File: src/rtl/instruction_fetch.sv
// Fetch stage: one outstanding imem read, PC advance/redirect, IR handshake to decode.
// Define FETCH_PREFETCH_EN to add a one-entry prefetch buffer for back-to-back issue.
module instruction_fetch #(
  parameter int unsigned ADDR_W = 16,
  parameter int unsigned DATA_W = 16
) (
  input  logic              clk,
  input  logic              reset,
  input  logic [ADDR_W-1:0] pc,
  output logic              pc_inc,
  output logic              pc_load,
  output logic [ADDR_W-1:0] pc_target,
  input  logic              redirect_valid,
  input  logic [ADDR_W-1:0] redirect_addr,
  input  logic              halt,
  output logic              imem_req_valid,
  input  logic              imem_req_ready,
  output logic [ADDR_W-1:0] imem_req_addr,
  input  logic              imem_rsp_valid,
  input  logic [DATA_W-1:0] imem_rsp_data,
  output logic              ir_valid,
  input  logic              ir_ready,
  output logic [DATA_W-1:0] ir_data,
  output logic [ADDR_W-1:0] ir_pc
);

  typedef enum logic [2:0] {IDLE, REQ, WAIT, DRAIN, HOLD} state_t;

  state_t            r_state;
  logic [ADDR_W-1:0] r_req_addr;
  logic              r_ir_valid;
  logic [DATA_W-1:0] r_ir_data;
  logic [ADDR_W-1:0] r_ir_pc;

  logic w_redirect;
  logic w_accept;
  logic w_ir_hs;
  logic w_pf_issue;
  logic w_pf_out;
  logic w_outstanding;

`ifdef FETCH_PREFETCH_EN
  logic              r_pf_out;
  logic              r_pbuf_valid;
  logic [DATA_W-1:0] r_pbuf_data;
  logic [ADDR_W-1:0] r_pbuf_pc;

  // Prefetch only while decode holds the IR and nothing else is in flight or buffered.
  assign w_pf_issue = (r_state == HOLD) && !halt && !r_pf_out && !r_pbuf_valid;
  assign w_pf_out   = r_pf_out;
`else
  assign w_pf_issue = 1'b0;
  assign w_pf_out   = 1'b0;
`endif

  // Redirect wins over every handshake in the cycle it is raised.
  assign w_redirect     = reset && redirect_valid;
  assign imem_req_valid = reset && !redirect_valid && ((r_state == REQ) || w_pf_issue);
  assign imem_req_addr  = imem_req_valid ? pc : '0;
  assign w_accept       = imem_req_valid && imem_req_ready;
  assign pc_inc         = w_accept;
  assign pc_load        = w_redirect;
  assign pc_target      = w_redirect ? redirect_addr : '0;
  assign w_ir_hs        = r_ir_valid && ir_ready;
  assign w_outstanding  = (r_state == WAIT) || (r_state == DRAIN) || w_pf_out;

  assign ir_valid = r_ir_valid;
  assign ir_data  = r_ir_data;
  assign ir_pc    = r_ir_pc;

  always_ff @(posedge clk) begin
    if (!reset) begin
      r_state    <= IDLE;
      r_req_addr <= '0;
      r_ir_valid <= 1'b0;
      r_ir_data  <= '0;
      r_ir_pc    <= '0;
`ifdef FETCH_PREFETCH_EN
      r_pf_out     <= 1'b0;
      r_pbuf_valid <= 1'b0;
      r_pbuf_data  <= '0;
      r_pbuf_pc    <= '0;
`endif
    end else if (redirect_valid) begin
      r_ir_valid <= 1'b0;
`ifdef FETCH_PREFETCH_EN
      r_pf_out     <= 1'b0;
      r_pbuf_valid <= 1'b0;
`endif
      // A response landing in the redirect cycle already retires the stale request.
      if (w_outstanding && !imem_rsp_valid) r_state <= DRAIN;
      else                                  r_state <= halt ? IDLE : REQ;
    end else begin
      if (w_accept) r_req_addr <= pc;
      case (r_state)
        IDLE:  if (!halt) r_state <= REQ;
        REQ:   if (w_accept) r_state <= WAIT;
        WAIT: begin
          if (imem_rsp_valid) begin
            r_ir_data  <= imem_rsp_data;
            r_ir_pc    <= r_req_addr;
            r_ir_valid <= 1'b1;
            r_state    <= HOLD;
          end
        end
        DRAIN: if (imem_rsp_valid) r_state <= halt ? IDLE : REQ;
        HOLD: begin
`ifdef FETCH_PREFETCH_EN
          if (w_accept) r_pf_out <= 1'b1;
          if (w_ir_hs) begin
            if (r_pbuf_valid) begin
              r_ir_data    <= r_pbuf_data;
              r_ir_pc      <= r_pbuf_pc;
              r_pbuf_valid <= 1'b0;
            end else if (r_pf_out && imem_rsp_valid) begin
              r_ir_data <= imem_rsp_data;
              r_ir_pc   <= r_req_addr;
              r_pf_out  <= 1'b0;
            end else if (r_pf_out || w_accept) begin
              // Prefetch still in flight: let WAIT land it straight into the IR.
              r_ir_valid <= 1'b0;
              r_pf_out   <= 1'b0;
              r_state    <= WAIT;
            end else begin
              r_ir_valid <= 1'b0;
              r_state    <= halt ? IDLE : REQ;
            end
          end else if (r_pf_out && imem_rsp_valid) begin
            r_pbuf_data  <= imem_rsp_data;
            r_pbuf_pc    <= r_req_addr;
            r_pbuf_valid <= 1'b1;
            r_pf_out     <= 1'b0;
          end
`else
          if (w_ir_hs) begin
            r_ir_valid <= 1'b0;
            r_state    <= halt ? IDLE : REQ;
          end
`endif
        end
        default: r_state <= IDLE;
      endcase
    end
  end

endmodule

File: config.mk
export PLATFORM = sky130hd
export DESIGN_NAME = instruction_fetch
export DESIGN_NICKNAME = d
export VERILOG_FILES = /design/src/rtl/instruction_fetch.sv
export SDC_FILE = /design/constraint.sdc
export NUM_CORES = 1
export LEC_CHECK = 0
export CAP_MARGIN = 20
export CORE_MARGIN = 4
export CORE_UTILIZATION = 23
export CTS_CLUSTER_DIAMETER = 30
export DETAILED_ROUTE_END_ITERATION = 16
export GPL_TIMING_DRIVEN = 0
export PLACE_DENSITY = 0.52
export SLEW_MARGIN = 20
export SYNTH_ARGS = -nofsm -noshare
export SYNTH_HDL_FRONTEND = slang
export SYNTH_SLANG_ARGS = --single-unit
File: constraint.sdc
create_clock -name clk -period 2.17 [get_ports clk]
set_input_delay 0.5425 -clock clk [delete_from_list [all_inputs] [get_ports clk]]
set_output_delay 0.5425 -clock clk [all_outputs]
set_load 0.05 [all_outputs]
After elaboration in Yosys (flattened, before gate mapping)
Index checks and enable logic that the tools add are counted.
- eq/ne operators: 11
- mux-type cells: 14
- bitwise logic cells: 2
- reductions and logical operators: 16
- operator list (cell ; number):
    16-bit 2-to-1 mux ; 2
    3-bit 2-to-1 mux ; 6
    3-bit inequality test, second input constant ; 5
    3-bit case mux with 5 select lines ; 1
    3-bit by 2-bit == test with 1-bit output, second input constant ; 2
    1-bit logical AND ; 6
    3-bit AND reduction ; 2
    5-bit AND reduction ; 1
    2-bit inequality test, second input constant ; 2
    3-bit by 1-bit == test with 1-bit output, second input constant ; 1
    3-bit == test, second input constant ; 1
    3-bit zero test ; 1
    1-bit 2-to-1 mux ; 3
    1-bit zero test ; 2
    2-bit 2-to-1 mux ; 1
    1-bit NOT ; 2
    1-bit case mux with 2 select lines ; 1
    2-bit AND reduction ; 1
    2-bit nonzero test ; 1
    2-bit OR reduction ; 1
    1-bit logical OR ; 1
- register bits: 52
- bits of input ports: 55

Logic depth before layout (Yosys ltp)
Gate-level depths: netlist of run 1.
- depth after elaboration: 7
- gate-level depth with buffers: 8
- depth with buffers taken out: 4

Worst setup path after synthesis of run 1
OpenSTA, ideal clock, no wires.
- path type: input to output
- from: in redirect_valid
- to: out imem_req_addr[10]
- arrival time: 1.720 ns
- data required time: 1.627 ns
- path slack: -0.092 ns
- cell stages on the path: 5
- buffers on the path: 3
- path through: buf_2 -> nor3b_2 -> buf_4 -> clkbuf_1 -> and3_1
- longest elaborated chain between the ends: 4
- RTL lines (item ; RTL line ; RTL):
    start: declaration ; 13 ; input logic redirect_valid,
    1-bit zero test ; 58 ; assign imem_req_valid = reset && !redirect_valid && ((r_state == REQ) || w_pf_issue);
    1-bit logical AND (2 in series) ; 58 ;
    16-bit 2-to-1 mux ; 59 ; assign imem_req_addr = imem_req_valid ? pc : '0;
    end: declaration ; 18 ; output logic [ADDR_W-1:0] imem_req_addr,
Every way passes these cells.

Final worst setup path of run 1
- from: in redirect_valid
- to: out imem_req_addr[5]
The elaborated chain is that of the path after synthesis.

==> results of run 1 <==
[through the flow]
stage / TNS [ns] / util, % / worst slack [ns] / area [um^2]
global placement: -39.48 / 37.1 / -1.29 / 3790
detailed placement: -39.75 / 37.1 / -1.30 / 3790
finish: 0 / 38.4 / 0.0302 / 3930
CTS: -0.0156 / 37.9 / -0.0156 / 3880
floorplan: 0 / - / 0.0295 / 2420
global route: -0.115 / 38.4 / -0.0201 / 3930
[synth_stat cells (all sizes together)]
| cell type | n | share of area (%) |
|---|---|---|
| nand4b | 1 | 0.36 |
| a21boi | 49 | 15 |
| a211oi | 1 | 0.31 |
| inv | 4 | 0.62 |
| nor2 | 6 | 0.94 |
| o31a | 2 | 0.73 |
| clkbuf | 12 | 1.9 |
| or2 | 1 | 0.26 |
| buf | 16 | 5.4 |
| a21oi | 3 | 0.62 |
| a31oi | 1 | 0.26 |
| o21bai | 1 | 0.31 |
| and3 | 33 | 8.6 |
| nand2 | 80 | 12 |
| a22oi | 1 | 0.31 |
| nand3b | 1 | 0.31 |
| nand3 | 19 | 4.5 |
| nor3b | 4 | 1.7 |
| nor4b | 1 | 0.36 |
| and2 | 2 | 0.62 |
| dfxtp | 52 | 43 |
| nor2b | 2 | 0.83 |
[area by class of cell]
cell class / instances / area, um^2
sequential: 52 / 1050
inverter: 4 / 18.8
multi-input combinational: 208 / 1200
clock buffer: 6 / 82.6
fill: 1081 / 6300
tap: 136 / 170
clock inverter: 2 / 13.8
timing repair buffer: 126 / 1200
buffer: 26 / 203
[flip-flops by register name, indices dropped and copies added, names as in the netlist]
name / cells
r_state: 3
ir_valid: 1
r_req_addr: 16
ir_pc: 16
ir_data: 16
[power by group]
part	leakage (nW)	total (mW)	internal, mW	switching [mW]
sequential	0.421	0.980	0.968	0.0121
clock	0.0516	0.599	0.262	0.338
combinational	1.06	0.428	0.208	0.221
[logic make-up (layout without fill, tap and decap cells)]
| logic type | after synthesis | after routing |
|---|---|---|
| AOI/OAI and AO/OA | 58 | 58 |
| DFF | 52 | 52 |
| and+or+nand+nor | 150 | 150 |
| buffers and inverters | 32 | 164 |
[layout by cell type (no fill, tap or decap), drive strengths merged, types with 3 or more instances in the layout]
| cell | instances |
|---|---|
| nand3 | 19 |
| a21oi | 3 |
| dfxtp | 52 |
| a21boi | 49 |
| nand2 | 80 |
| clkbuf | 25 |
| inv | 4 |
| nor2 | 6 |
| buf | 49 |
| nor3b | 4 |
| and3 | 33 |
| clkdlybuf4s50 | 84 |
[metal layers]
layer  global-route usage (%)  vias to the layer above  wire length [um]  share of wire (%)
met1                     15.7                     1139              3430                 44
met3                     3.84                        5               590                7.7
met5                        0                        -                 0                  0
met2                     20.8                       73              3650                 47
li1                         -                     1240                 -                  -
met4                     1.93                        0                42               0.54
[worst paths after layout]
check,cells past startpoint,from,to
max,6,redirect_valid,imem_req_addr[5]
min,2,r_req_addr[2]$_SDFFE_PN0P_,ir_pc[2]$_SDFFE_PN0P_
max reg2reg,6,r_state[2]$_SDFFE_PN0P_,ir_pc[6]$_SDFFE_PN0P_
min reg2reg,2,r_req_addr[2]$_SDFFE_PN0P_,ir_pc[2]$_SDFFE_PN0P_
[what timing repair did]
action | 4_1_cts | 5_1_grt
pin swaps | 2 | 0
hold endpoints to repair | 0 | 0
gates resized for setup | 225 | 20
buffers inserted | 3 | 1
setup endpoints to repair | 35 | 32
cloned | 1 | 1
[worst register-to-register path: cells and delay by family, from the launching register on]
| family | cells | cell delay (ns) |
|---|---|---|
| AND/OR/NAND/NOR | 3 | 0.38 |
| buffers and inverters | 2 | 0.61 |
| AO/OA/AOI/OAI | 1 | 0.16 |
| flip-flops | 1 | 0.34 |
==> out/metrics.yaml, run 1 <==
synth-xor-area-share_pct: 0
hold_class: "reg2reg"
syn-num-nets: 347
io_pins: 123
clk_latency_ns: 0.31
cp_cell_sequence: "buf_4 > nor3b_4 > buf_6 > buf_8 > and3_2 > buf_6"
cts-root-buf: "clkbuf_8"
yosys.area_share.simple_pct: 30.9
post-route-drc-count: 0
dieArea_mm2: 0.0121
peakVddDrop_mv: 0.247
cts-buffers-inserted: 5
clk_pin_slew_ns: 0.10
synth.area.mux_share_pct: 0
critPathKind: "in2out"
synth_area_mm2: 0.00240
grt_usage_pct: 12.3
cap_violations: 0
placeableCoreArea_mm2: 0.0102
max_stage_delay_ns: 0.26
tightestPinTransition_ns: 0.529
path_buf_inv: 4
dp_cells: 548
total_power_mw: 2.01
vias_per_cell: 4.39
max_freq_ghz: 0.467
worst-endpoint-arrival_ns: 1.60
antenna_cells: 0
cts_buffer_depth: 2
die_width_um: 110
cts_max_level: 2
period_share_pct: 98.6
synth_compound_area_share_pct: 17.9
leakagePower_nw: 1.53
rsz0062_at_grt: "yes"
synth_seq_cells: 52
die_height_um: 110
overflow: 0
r2r_setup_slack_ns: 0.62
ant_nets: 0
initial_core_util_pct: 23.5
ys.warnings.count: 0
hold_ws_ns: 0.455
slew_headroom_pct: 64.8
io_buffers: 120
outcome: "completed"
drt_wl_total_mm: 7.71
grt_pass1_wl_mm: 11.7
gp_congestion: 0.762
cts_hold_buf: 0
synth_top_family_by_area: "simple AND/OR/NAND/NOR gates"
antenna_found_initial: 0
cts.sinks: 52
required_ns: 1.63
slew_viol_final: 0
skew_ns: 0.0108
grt_max_degree: 17
critical_path_peak_fanout: 10
p_per_area_mw_per_mm2: 511
drt_iter0_drc: 74
layout-drive-gt1-share_pct: 20.5
crit_path_start_kind: "input pin"
place_hpwl_mm: 5.77
rows: 37
min_period_ns: 2.14
cp_top_family: "buffers and inverters"
hold_violations: 0
slowest_stage: "nor3b_4"
yosys.area_share.adder_pct: 0
synthCells: 292
dr_total_vias: 2457
finalNetCount: 478
cts_tree: "built"
stdcell_count: 560
syn_area_per_cell_um2: 8.23
area_delta_synth_final_pct: 63.5
routedWlPerCell_um: 13.8
synth_cell_types: 31
cp-end-kind: "primary output"
dr.pass1.iters: 4
cp_common_cell: "buf_6"
grt_pass1_vias: 2340
setup_viol: 0
yosysSeqAreaShare_pct: 43.3
(Power assumes the default switching activity.)
==> run 2: changes to the inputs <==
- ABC_AREA: unset -> 0
==> results of run 2 <==
Final layout, timing and power as in run 1 (identical DEF).
